File: src/rtl/pulse_freq_meter.sv
// Gated edge counter: counts rising edges of an asynchronous pulse train over GATE_CYCLES clocks.
// Optional macro PERIOD_MEAS_EN adds an edge-to-edge period measurement (period_cyc/period_valid).
`timescale 1ns/1ps

module pulse_freq_meter #(
    parameter int GATE_CYCLES = 50_000_000,
    parameter int CNT_W       = 27,
    parameter int GATE_W      = 26
) (
    input  logic             clk,
    input  logic             reset,
    input  logic             en,
    input  logic             pulse_in,
    output logic [CNT_W-1:0] freq_cnt,
    output logic             meas_valid,
    output logic             ovf
`ifdef PERIOD_MEAS_EN
    ,
    output logic [31:0]      period_cyc,
    output logic             period_valid
`endif
);

    typedef enum logic {IDLE, COUNT} state_t;

    localparam logic [GATE_W-1:0] GATE_LAST = GATE_W'(GATE_CYCLES - 1);
    localparam logic [GATE_W-1:0] GATE_ONE  = GATE_W'(1);
    localparam logic [CNT_W-1:0]  CNT_MAX   = '1;
    localparam logic [CNT_W-1:0]  CNT_ONE   = CNT_W'(1);

    state_t            state;
    logic [GATE_W-1:0] gate_cnt;
    logic [CNT_W-1:0]  edge_cnt;
    logic              sat;
    logic              s1, s2, s3;
    logic              pulse_edge;
    logic              cnt_full;

    // Two flops resynchronise pulse_in; the third gives a one-cycle rising-edge strobe.
    always_ff @(posedge clk) begin
        if (!reset) begin
            s1 <= 1'b0;
            s2 <= 1'b0;
            s3 <= 1'b0;
        end else begin
            s1 <= pulse_in;
            s2 <= s1;
            s3 <= s2;
        end
    end

    assign pulse_edge = s2 & ~s3;
    assign cnt_full   = (edge_cnt == CNT_MAX);

    always_ff @(posedge clk) begin
        if (!reset) begin
            state      <= IDLE;
            gate_cnt   <= '0;
            edge_cnt   <= '0;
            sat        <= 1'b0;
            freq_cnt   <= '0;
            meas_valid <= 1'b0;
            ovf        <= 1'b0;
        end else begin
            meas_valid <= 1'b0;
            case (state)
                IDLE: begin
                    gate_cnt <= '0;
                    edge_cnt <= '0;
                    sat      <= 1'b0;
                    if (en) begin
                        state <= COUNT;
                    end
                end
                COUNT: begin
                    if (gate_cnt == GATE_LAST) begin
                        // An edge on the final gate cycle still belongs to the ending window.
                        freq_cnt   <= (pulse_edge && !cnt_full) ? edge_cnt + CNT_ONE : edge_cnt;
                        ovf        <= sat | (pulse_edge & cnt_full);
                        meas_valid <= 1'b1;
                        gate_cnt   <= '0;
                        edge_cnt   <= '0;
                        sat        <= 1'b0;
                        if (!en) begin
                            state <= IDLE;
                        end
                    end else if (!en) begin
                        gate_cnt <= '0;
                        edge_cnt <= '0;
                        sat      <= 1'b0;
                        state    <= IDLE;
                    end else begin
                        gate_cnt <= gate_cnt + GATE_ONE;
                        if (pulse_edge) begin
                            if (cnt_full) begin
                                sat <= 1'b1;
                            end else begin
                                edge_cnt <= edge_cnt + CNT_ONE;
                            end
                        end
                    end
                end
                default: begin
                    state <= IDLE;
                end
            endcase
        end
    end

`ifdef PERIOD_MEAS_EN
    logic [31:0] period_ctr;
    logic        armed;

    // The first edge after IDLE only arms the counter, so no bogus period is reported.
    always_ff @(posedge clk) begin
        if (!reset) begin
            period_ctr   <= '0;
            armed        <= 1'b0;
            period_cyc   <= '0;
            period_valid <= 1'b0;
        end else begin
            period_valid <= 1'b0;
            if (state == IDLE) begin
                period_ctr <= '0;
                armed      <= 1'b0;
            end else if (pulse_edge) begin
                if (armed) begin
                    period_cyc   <= (period_ctr == 32'hFFFF_FFFF) ? period_ctr : period_ctr + 32'd1;
                    period_valid <= 1'b1;
                end
                period_ctr <= '0;
                armed      <= 1'b1;
            end else if (period_ctr != 32'hFFFF_FFFF) begin
                period_ctr <= period_ctr + 32'd1;
            end
        end
    end
`endif

endmodule

File: config.mk
export PLATFORM = sky130hd
export DESIGN_NAME = pulse_freq_meter
export DESIGN_NICKNAME = d
export VERILOG_FILES = /design/src/rtl/pulse_freq_meter.sv
export SDC_FILE = /design/constraint.sdc
export NUM_CORES = 1
export LEC_CHECK = 0
export CORE_ASPECT_RATIO = 0.7
export CORE_MARGIN = 2
export CORE_UTILIZATION = 49
export CTS_CLUSTER_SIZE = 12
export DETAILED_ROUTE_END_ITERATION = 6
export PLACE_DENSITY = 0.7
export REMOVE_ABC_BUFFERS = 1
export SLEW_MARGIN = 20
export SYNTH_ARGS = -nofsm -noshare
export SYNTH_HDL_FRONTEND = slang
export SYNTH_SLANG_ARGS = --single-unit
File: constraint.sdc
create_clock -name clk -period 2.55 [get_ports clk]
set_input_delay 0.255 -clock clk [delete_from_list [all_inputs] [get_ports clk]]
set_output_delay 0.255 -clock clk [all_outputs]
set_load 0.01 [all_outputs]
* Word-level counts from Yosys, hierarchy flattened
Cells that the tools add are included.
** Cells by class
- $add $sub $neg :: 2
- Equal/unequal tests :: 5
- Mux-type cells :: 16
- Bitwise logic cells :: 5
- Reduce and logical (&&, ||, !) cells :: 6
** Operators with widths (count)
- $mux W27 :: 5
- $pmux W27 S2 :: 1
- $mux W26 :: 2
- $pmux W26 S2 :: 1
- $add A27 B1 Y27 const B :: 1
- $eq A27 B27 Y1 const B :: 1
- $add A26 B1 Y26 const B :: 1
- $eq A26 B26 Y1 const B :: 1
- $ne A4 B2 Y1 const B :: 2
- $reduce_and A2 Y1 :: 4
- $mux W1 :: 6
- $ne A4 B3 Y1 const B :: 1
- $and A1 B1 Y1 :: 2
- $not A1 Y1 :: 2
- $pmux W1 S2 :: 1
- $logic_and A1 B1 Y1 :: 1
- $logic_not A1 Y1 :: 1
- $or A1 B1 Y1 :: 1
** Storage, ports and cells
- Register bits after elaboration :: 87
- Input bits :: 4
- Output and inout port bits :: 29

* Longest topological paths before layout
- Depth in word-level cells :: 6
- Mapped depth :: 9
- Depth with buffers taken out :: 7

* Least setup slack after synthesis
Ideal clock, no wire load.
- Path type :: flip-flop to flip-flop
- Start :: register gate_cnt[0]
- End :: register edge_cnt[25]
- Library setup time :: 121 ps
- Arrival :: 1747 ps
- Data required time :: 2429 ps
- Path slack :: 682 ps
- Stages on the path, launching flop included :: 8
- Path buffers :: 1
- Clock period less this slack :: 1868 ps
- Cells stage by stage :: dfxtp_1 > ha_1 > nand2_1 > or3_1 > nor4_2 > nand3b_2 > buf_6 > nor2_1
** Between the ends
- Word-level cells in the longest chain between the ends :: 3
** RTL lines
- from (decl) :: RTL line 32 : logic [GATE_W-1:0] gate_cnt;
- from (signal assigned) :: RTL line 93 : gate_cnt <= gate_cnt + GATE_ONE;
- $eq A26 B26 Y1 (*) :: RTL line 76 : if (gate_cnt == GATE_LAST) begin
- $ne A4 B3 Y1 (no line) (tied with other cells)
- $reduce_and A2 Y1 (no line) / $pmux W27 S2 (equally long branches)
- to (signal assigned) :: RTL line 98 : edge_cnt <= edge_cnt + CNT_ONE;
- to (decl) :: RTL line 33 : logic [CNT_W-1:0] edge_cnt;
Mark *: on every way between the ends. The rest lies on a longest branch, timed or not.
A chain may end at the register's enable or synchronous reset.

* Final worst setup path
- Start :: register gate_cnt[0]
- End :: register freq_cnt[20]
** Between the ends
- Word-level cells in the longest chain between the ends :: 2
** RTL lines
- $eq A26 B26 Y1 :: RTL line 76
- $reduce_and A2 Y1 (no line)
- to (signal assigned) :: RTL line 78 : freq_cnt <= (pulse_edge && !cnt_full) ? edge_cnt + CNT_ONE : edge_cnt;
- to (decl) :: RTL line 14 : output logic [CNT_W-1:0] freq_cnt,
Every way passes these cells.

==> reports/metrics.csv <==
metric;value;unit
Die W;108;um
post-cts resize count;0;
CP Class;reg2reg;
clk_lat worst skew;360;ps
Hold Buf Count CTS;0;
f_max;454;MHz
Synth-to-Final Area Change;15.1;%
top-count cell post-synth;dfxtp_1;
CP max FO;25;
antenna violations before repair;0;
DRT Pass-1 Iters;4;
status;finished clean;
Initial Utilization;0.505;
row cnt;26;
global-route wire length before repair;12700;um
max-slew violations;0;
port bufs;32;
n_diodes;0;
Post-Syn Area;0.00370;mm2
sequential element share of the synthesized area;0.471;
Distinct cells, synth;54;
PD cells;546;mW/mm2
Sink Count;87;
post-synth top area cell;dfxtp_1;
Peak VDD IR;0.307;mV
overall via count from detail_route;2790;
IO Count;33;
Sum Neg Setup Slack;0;ps
largest net degree at the start of global routing;29;
worst hold stages;1;
Synth top area share;0.471;
Worst Setup End Kind;flop;
Post-CTS Repair Setup Buffers;0;
count of flip-flops with a built-in enable after synthesis;0;
die area;0.00826;mm2
share of cells above drive strength 1;0.139;
RSZ-0062 raised after global routing;false;
Root Driver;clkbuf_8;
CP startpoint kind;flop;
asr flop ratio synth;0;
die height;76.7;um
Hold Crit Start;s1$_SDFF_PN0_;
Reg2Reg Capture Point;freq_cnt[20]$_SDFFE_PN0P_;
cts bufs inserted;9;
GPL Wtd Cong;0.839;
nets@finish;434;
DRT iter0 DRCs;150;
Period Utilization, post-route;0.863;
WL final;7360;um
vias in the first global route;2568;
GRT overflow;0;
mean post-synth cell area;9.48;um2
Worst-Margin Slew;623;ps
reg-to-reg startpoint;gate_cnt[0]$_SDFF_PP0_;
Max H-tree Level;3;
Min-Delay Path Class;reg2reg;
Max clock buf depth;2;
core footprint;0.00732;mm2
Vias/cell;5.25;
Slew headroom;0.582;
main flop type after synthesis;dfxtp_1;
clock transition at the registers of the reported paths;80;ps
post-layout min period;2200;ps
final count of hold timing violations;0;
wire per inst;13.9;um
R2R Setup Slk;350;ps
synth cell count leaders;dfxtp_1, nor2_1, nand2_1, xor2_1, a21oi_2;
total track usage;0.195;
antenna violation net count after detailed routing;0;
Leak;1.42;nW
CTS tree;yes;
Worst EP required;2830;ps
Layout Utilization;0.581;
hold endpoint;s2$_SDFF_PN0_;
number of remaining DRC errors;0;
number of fill cells;679;
total of max-cap violations;0;
setup violators final;0;
Yosys reg bits;87;
Post-Synthesis Cells;390;
synth warn;0;
placed wire-length estimate;5130;um
CP arrival;2480;ps
cells on worst reg2reg path;8;
clk_skew;8.44;ps
Synth area leaders;dfxtp_1, xor2_1, nor2_1;
[layout by cell type (no fill, tap or decap), types with 6 or more instances in the layout]
cell type	n
o21ai_0	6
buf_4	8
and2_1	10
a21oi_1	7
and4_1	6
clkdlybuf4s50_1	32
clkbuf_8	9
a21oi_2	19
nor2_1	60
nand4_1	11
xnor2_1	16
nand3_1	16
and3_1	7
xor2_1	28
o21ai_1	18
dfxtp_1	87
nand2_1	31
inv_1	6
[worst max-delay path: stages (launching register included)]
cell and delay (ps):
dfxtp_1 370, ha_1 220, nand2_1 100, or3_1 420, nor4_1 260, and2_1 160, buf_4 300, nor2_1 90
a211oi_2 190
[flip-flops by register name, summed over array words and instances, names as in the netlist]
name,count
ovf,1
state,1
s2,1
freq_cnt,27
sat,1
s1,1
edge_cnt,27
meas_valid,1
gate_cnt,26
s3,1
[metal layers]
layer | vias to the layer above | routed length, um | global-route usage
li1 | 1428 | - | -
met1 | 1302 | 3990 | 0.303
met2 | 49 | 2960 | 0.262
met3 | 11 | 303 | 0.0485
met4 | 0 | 102 | 0.0615
met5 | - | 0 | 0
[worst max-delay path by stage]
stage,startpoint,end,slack [ps]
floorplan,gate_cnt[0]$_SDFF_PP0_,freq_cnt[1]$_SDFFE_PN0P_,220
global placement,gate_cnt[0]$_SDFF_PP0_,freq_cnt[1]$_SDFFE_PN0P_,450
detailed placement,gate_cnt[0]$_SDFF_PP0_,freq_cnt[1]$_SDFFE_PN0P_,350
CTS,gate_cnt[0]$_SDFF_PP0_,freq_cnt[1]$_SDFFE_PN0P_,330
global route,gate_cnt[0]$_SDFF_PP0_,freq_cnt[19]$_SDFFE_PN0P_,110
finish,gate_cnt[0]$_SDFF_PP0_,freq_cnt[20]$_SDFFE_PN0P_,350
[power breakdown]
part | switching, mW | total [mW] | leakage (nW) | internal, mW
clock | 0.474 | 0.927 | 0.0895 | 0.453
sequential | 0.00233 | 1.36 | 0.701 | 1.36
combinational | 0.0198 | 0.0316 | 0.625 | 0.0117
[per-stage QoR]
step | cells | setup slack, ps | power (mW) | cell area [um2] | hold WS (ps)
global route | 531 | 113 | 2.42 | 4250 | 472
CTS | 531 | 327 | 2.35 | 4250 | 450
finish | 531 | 348 | 2.32 | 4250 | 442
floorplan | 377 | 225 | 1.41 | 3560 | 372
global placement | 515 | 449 | 1.43 | 4060 | 429
detailed placement | 515 | 349 | 1.43 | 4060 | 431
[area by class of cell]
type / instances / area, um2 / share of cell area
Clock buffer: 11 / 131 / 0.0309
Clock inverter: 5 / 58.8 / 0.0138
Inverter: 6 / 22.5 / 0.00529
Multi-Input combinational cell: 284 / 1800 / 0.422
Sequential cell: 87 / 1740 / 0.409
Tap cell: 98 / 123 / 0.0288
Timing Repair Buffer: 40 / 380 / 0.0894
[cell families after synthesis]
| family | Yosys count | share of synthesized area |
|---|---|---|
| mux | 1 | 0.00271 |
| fa+ha+maj | 2 | 0.00677 |
| compound gates | 64 | 0.116 |
| flops | 87 | 0.471 |
| simple gates | 173 | 0.256 |
| xor+xnor | 44 | 0.104 |
| buf+inv | 19 | 0.0427 |
(Power assumes the default switching activity.)
